==> config.mk <==
export PLATFORM = sky130hd
export DESIGN_NAME = sys_west_feeder
export DESIGN_NICKNAME = d
export VERILOG_FILES = /design/src/rtl/sys_west_feeder.sv
export SDC_FILE = /design/constraint.sdc
export NUM_CORES = 1
export LEC_CHECK = 0
export CORE_MARGIN = 5
export CORE_UTILIZATION = 47
export DETAILED_ROUTE_END_ITERATION = 8
export PLACE_DENSITY = 0.87
export RECOVER_POWER = 25
export SETUP_SLACK_MARGIN = 0.1
export SYNTH_ARGS = -nofsm -noshare
export SYNTH_HDL_FRONTEND = slang
export SYNTH_SLANG_ARGS = --single-unit
==> constraint.sdc <==
create_clock -name clk -period 7.1 [get_ports clk]
set_input_delay 1.065 -clock clk [delete_from_list [all_inputs] [get_ports clk]]
set_output_delay 1.065 -clock clk [all_outputs]
set_load 0.01 [all_outputs]
==> src/rtl/sys_west_feeder.sv <==
// rtl/sys_west_feeder.sv - west-edge activation feeder with per-row skew for the systolic PE array
//
// Accepts one ROWS-wide activation vector per cycle and delays lane r by r+1
// register stages, so each PE row sees its operand aligned with the partial sum
// arriving from the north. Valid, data and weight-switch travel together.
//
// Optional feature macro: FEEDER_BEAT_CNT_EN
//   defined   : 16-bit saturating beat counter; tile_beats holds the beat count
//               of the most recently completed tile.
//   undefined : no counter; tile_beats is tied to 0.
//
// Ports:
//   clk, rst     clock; asynchronous active-high reset
//   in_valid     activation vector present
//   in_ready     feeder accepts a vector this cycle (low while draining)
//   in_data      ROWS lanes of DATA_W bits, lane r = in_data[r*DATA_W +: DATA_W]
//   in_last      marks the final vector of a tile
//   w_swap_req   pulse: a new weight set is staged in the PE inactive registers
//   row_data     skewed west operand per row
//   row_valid    per-row valid
//   row_switch   per-row weight-switch flag (with the first beat after a swap request)
//   busy         FSM not idle or any skew stage holds a valid beat
//   tile_done    one-cycle pulse as the last beat of a tile leaves row ROWS-1
//   tile_beats   beats accepted in the most recent completed tile
module sys_west_feeder #(
  parameter int ROWS   = 4,
  parameter int DATA_W = 16
) (
  input  logic                   clk,
  input  logic                   rst,
  input  logic                   in_valid,
  output logic                   in_ready,
  input  logic [ROWS*DATA_W-1:0] in_data,
  input  logic                   in_last,
  input  logic                   w_swap_req,
  output logic [ROWS*DATA_W-1:0] row_data,
  output logic [ROWS-1:0]        row_valid,
  output logic [ROWS-1:0]        row_switch,
  output logic                   busy,
  output logic                   tile_done,
  output logic [15:0]            tile_beats
);

  localparam int CW = (ROWS > 1) ? $clog2(ROWS) : 1;

  typedef enum logic [1:0] {S_IDLE, S_STREAM, S_DRAIN} state_t;

  state_t          state;
  logic [CW-1:0]   drain_cnt;
  logic            switch_pending;
  logic            accept;
  logic            beat_switch;
  logic            done_next;
  logic [ROWS-1:0] lane_busy;

  assign accept      = in_valid && in_ready;
  // A request in the same cycle as an accept applies to that very beat.
  assign beat_switch = switch_pending | w_swap_req;

  // tile_done is registered: it rises the cycle the drain counter reads 0. With
  // ROWS=1 the drain is a single cycle, so it is raised by the last accept itself.
  assign done_next = (state == S_DRAIN) ? (drain_cnt == CW'(1))
                                        : (accept && in_last && (ROWS == 1));

  always_ff @(posedge clk or posedge rst) begin
    if (rst) begin
      state          <= S_IDLE;
      drain_cnt      <= '0;
      in_ready       <= 1'b0;
      tile_done      <= 1'b0;
      switch_pending <= 1'b0;
    end else begin
      switch_pending <= beat_switch & ~accept;
      tile_done      <= done_next;
      case (state)
        S_IDLE, S_STREAM: begin
          in_ready <= 1'b1;
          if (accept) begin
            if (in_last) begin
              state     <= S_DRAIN;
              drain_cnt <= CW'(ROWS - 1);
              in_ready  <= 1'b0;
            end else begin
              state <= S_STREAM;
            end
          end
        end
        S_DRAIN: begin
          if (drain_cnt == '0) begin
            state    <= S_IDLE;
            in_ready <= 1'b1;
          end else begin
            drain_cnt <= drain_cnt - 1'b1;
          end
        end
        default: state <= S_IDLE;
      endcase
    end
  end

  // Lane r: r+1 stages. Non-accept cycles inject a bubble whose data and switch
  // are zero, so invalid stages never carry stale operands.
  for (genvar r = 0; r < ROWS; r++) begin : g_lane
    logic [DATA_W-1:0] d_q [0:r];
    logic [r:0]        v_q;
    logic [r:0]        s_q;

    always_ff @(posedge clk or posedge rst) begin
      if (rst) begin
        v_q <= '0;
        s_q <= '0;
        for (int i = 0; i <= r; i++) d_q[i] <= '0;
      end else begin
        v_q[0] <= accept;
        s_q[0] <= accept & beat_switch;
        d_q[0] <= accept ? in_data[r*DATA_W +: DATA_W] : '0;
        for (int i = 1; i <= r; i++) begin
          v_q[i] <= v_q[i-1];
          s_q[i] <= s_q[i-1];
          d_q[i] <= d_q[i-1];
        end
      end
    end

    assign row_data[r*DATA_W +: DATA_W] = d_q[r];
    assign row_valid[r]                 = v_q[r];
    assign row_switch[r]                = s_q[r];
    assign lane_busy[r]                 = |v_q;
  end

  assign busy = (state != S_IDLE) || (|lane_busy);

`ifdef FEEDER_BEAT_CNT_EN
  logic [15:0] beat_cnt;
  logic [15:0] beat_cnt_nxt;

  // The first beat of a tile restarts the count; later beats saturate at 0xFFFF.
  always_comb begin
    beat_cnt_nxt = beat_cnt;
    if (accept) begin
      if (state == S_IDLE)
        beat_cnt_nxt = 16'd1;
      else if (beat_cnt != 16'hFFFF)
        beat_cnt_nxt = beat_cnt + 16'd1;
    end
  end

  always_ff @(posedge clk or posedge rst) begin
    if (rst) begin
      beat_cnt   <= '0;
      tile_beats <= '0;
    end else begin
      beat_cnt <= beat_cnt_nxt;
      if (done_next) tile_beats <= beat_cnt_nxt;
    end
  end
`else
  assign tile_beats = 16'd0;
`endif

endmodule

==> impl_metrics.sql <==
INSERT INTO impl_metrics (metric_group, metric, value, unit) VALUES
('critical_path', 'timing.critical_path.to_type', 'output port', ''),
('timing', 'final-setup-viol-count', '0', ''),
('global_routing', 'maximum_number_of_pins_on_one_net_before_global_route_repair', '93', ''),
('logic_synthesis', 'netlist_top_cells_count', '175 x sky130_fd_sc_hd__dfrtp_1, 67 x sky130_fd_sc_hd__buf_4, 64 x sky130_fd_sc_hd__and3_1', ''),
('critical_path', 'timing.rr.start', 'in_ready', ''),
('timing', 'holdWs', '0.344', 'ns'),
('drt', 'route.antenna.remaining_nets', '0', ''),
('die', 'placeableCoreArea', '11500', 'um^2'),
('clock_tree', 'worst_setup_hold_path_clk_slew', '0.06', 'ns'),
('logic_synthesis', 'synth_top_family_by_area', 'buffers and inverters', ''),
('drt', 'dr.pass1.iters', '4', ''),
('pwr', 'p_per_area', '346', 'nW/um^2'),
('timing', 'worst_slew_margin_rel', '-52.2', '%'),
('global_routing', 'first_pass_grt_wire_length', '16.2', 'mm'),
('clock_tree', 'cts_hold_buffers', '0', ''),
('run', 'max_cap_violations', '1', ''),
('logic_synthesis', 'synth_largest_area_cell', 'sky130_fd_sc_hd__dfrtp_1', ''),
('logic_synthesis', 'synth_mux_area_share', '0.180', '%'),
('placement', 'dp.final_hpwl', '6.49', 'mm'),
('final_layout', 'area_delta_synth_final', '31.2', '%'),
('final_layout', 'finish.net_count', '520', ''),
('timing', 'setup_ws', '3.92', 'ns'),
('timing', 'max_clock_freq', '315', 'MHz'),
('final_layout', 'fillers', '833', ''),
('critical_path', 'cpLargestDelayFamily', 'flip-flops', ''),
('pwr', 'power.net_switching', '0.000600', 'W'),
('placement', 'placement.setup.worst_slack', '3.72', 'ns'),
('clock_tree', 'h-tree-depth', '4', ''),
('pwr', 'power.leakage', '3.60', 'nW'),
('critical_path', 'critical_path.reg2reg.endpoint', 'drain_cnt[0]', ''),
('die', 'floorplan.initialDensity', '48.2', '%'),
('die', 'die_h', '119', 'um'),
('drt', 'num_vias', '2744', ''),
('timing', 'tightest_slew', '2.28', 'ns'),
('timing', 'period_share', '44.8', '%'),
('drt', 'wl_per_cell', '16.4', 'um'),
('timing', 'totalNegativeSetupSlack', '0', 'ns'),
('critical_path', 'cp_num_buf_inv', '1', ''),
('timing', 'period_needed', '3.18', 'ns'),
('clock_tree', 'cts.path.max_buffers', '2', ''),
('final_layout', 'multi_input_area', '651', 'um^2'),
('global_routing', 'grtUsageMet1', '18.8', '%'),
('critical_path', 'max_stage_delay_cell_worst_path', 'sky130_fd_sc_hd__dfrtp_2', ''),
('global_routing', 'grtUsageMet3', '6.40', '%'),
('final_layout', 'drive_gt1_share', '8.23', '%'),
('critical_path', 'worst_ep_arrival_time', '2.11', 'ns'),
('global_routing', 'initial_antenna_violation_count', '0', ''),
('clock_tree', 'post-cts-setup-buffer-count', '0', ''),
('critical_path', 'critPathLaunchType', 'register', ''),
('logic_synthesis', 'synth_xor_xnor_area_share', '0', '%'),
('logic_synthesis', 'yosysSeqAreaShare', '78.9', '%'),
('global_routing', 'grtUsageMet2', '22.8', '%'),
('die', 'die_width', '119', 'um'),
('critical_path', 'reg2reg_slack', '5.41', 'ns'),
('pwr', 'power.clock.fraction', '37.2', '%'),
('timing', 'rsz_0062_raised_after_global_routing', 'no', ''),
('hold_path', 'hp-start', 'g_lane[2].d_q[24]', ''),
('outcome', 'violations', 'max-capacitance violations, max-slew violations', ''),
('logic_synthesis', 'synth_seq_cells', '175', ''),
('global_routing', 'vias_in_the_first_global_route', '3060', ''),
('outcome', 'outcome', 'finished, violations left', ''),
('logic_synthesis', 'synthesis.yosys.warnings', '0', ''),
('final_layout', 'final-seq-area', '4380', 'um^2'),
('hold_path', 'worstHoldPathType', 'register to register', ''),
('logic_synthesis', 'postSynth.topFlopCell', 'sky130_fd_sc_hd__dfrtp_1', ''),
('timing', 'report.final.slew_viol_count', '70', ''),
('pwr', 'swShare', '23.8', '%'),
('critical_path', 'cp_cell_instances', 'clkdlybuf4s50_1', ''),
('die', 'ios', '160', ''),
('critical_path', 'worstPathRequired', '6.03', 'ns'),
('logic_synthesis', 'yosysUniqueCellTypes', '29', '');
area by class of cell:
cell class,instances,area share [%]
Clock buffer,22,6.79
Clock inverter,10,1.74
Inverter,3,0.223
Multi-Input combinational cell,108,8.94
Sequential cell,175,60.2
Tap cell,143,2.46
Timing Repair Buffer,144,19.7
worst max-delay path by stage:
stage / from / to / slack (ns) / cells past startpoint
global route: in_valid / drain_cnt[1] / 3.76 / 3
global placement: rst / in_ready / 3.85 / 3
CTS: in_ready / in_ready / 3.90 / 1
floorplan: rst / drain_cnt[0] / 1.29 / 1
finish: in_ready / in_ready / 3.92 / 1
detailed placement: rst / in_ready / 3.72 / 3
power groups by stage:
stage / clock network (W) / registers (W) / logic, W
final: 0.000937 / 0.00125 / 0.000335
after global routing: 0.00101 / 0.00127 / 0.000363
after CTS: 0.000958 / 0.00125 / 0.000341
after detailed placement: 0 / 0.00127 / 0.000338
after global placement: 0 / 0.00126 / 0.000327
after floorplan: 0 / 0.00122 / 0.000228
sequential cells by signal, indices dropped and copies added (netlist names):
name,flops
row_data,48
drain_cnt,2
tile_done,1
in_ready,1
state,2
g_lane.d_q,112
g_lane.s_q,4
switch_pending,1
g_lane.v_q,4
metal layers:
layer	share of wire [%]	routed length [um]	vias up
li1	-	-	1253
met1	42	4190	1346
met2	48	4710	127
met3	7.9	786	18
met4	2.1	209	0
met5	0	0	-
stage by stage:
stage	utilization, %	instance area, um^2	power, W
floorplan	-	5610	0.00145
detailed placement	57.8	6660	0.00161
finish	63.2	7280	0.00252
CTS	63.2	7280	0.00255
global placement	57.8	6660	0.00158
global route	63.2	7280	0.00264
layout by cell type, fill, tap and decap left out, types with 3 or more instances in the layout:
master and instances:
sky130_fd_sc_hd__and3_1 64, sky130_fd_sc_hd__clkbuf_16 17, sky130_fd_sc_hd__clkbuf_8 5, sky130_fd_sc_hd__clkdlybuf4s50_1 142, sky130_fd_sc_hd__clkinv_4 3, sky130_fd_sc_hd__conb_1 16, sky130_fd_sc_hd__dfrtp_1 174, sky130_fd_sc_hd__nor2_1 5
sky130_fd_sc_hd__nor2b_1 3
cells by family (layout without fill, tap and decap cells):
group                      count (synthesis)  in the layout
AOI/OAI and AO/OA                          7              7
muxes                                      1              1
and+or+nand+nor                           82             82
DFF                                      175            175
adders and majority gates                  2              2
buffers and inverters                     84            179
other                                      1             16
No activity file was read; power rests on OpenSTA's default activity.
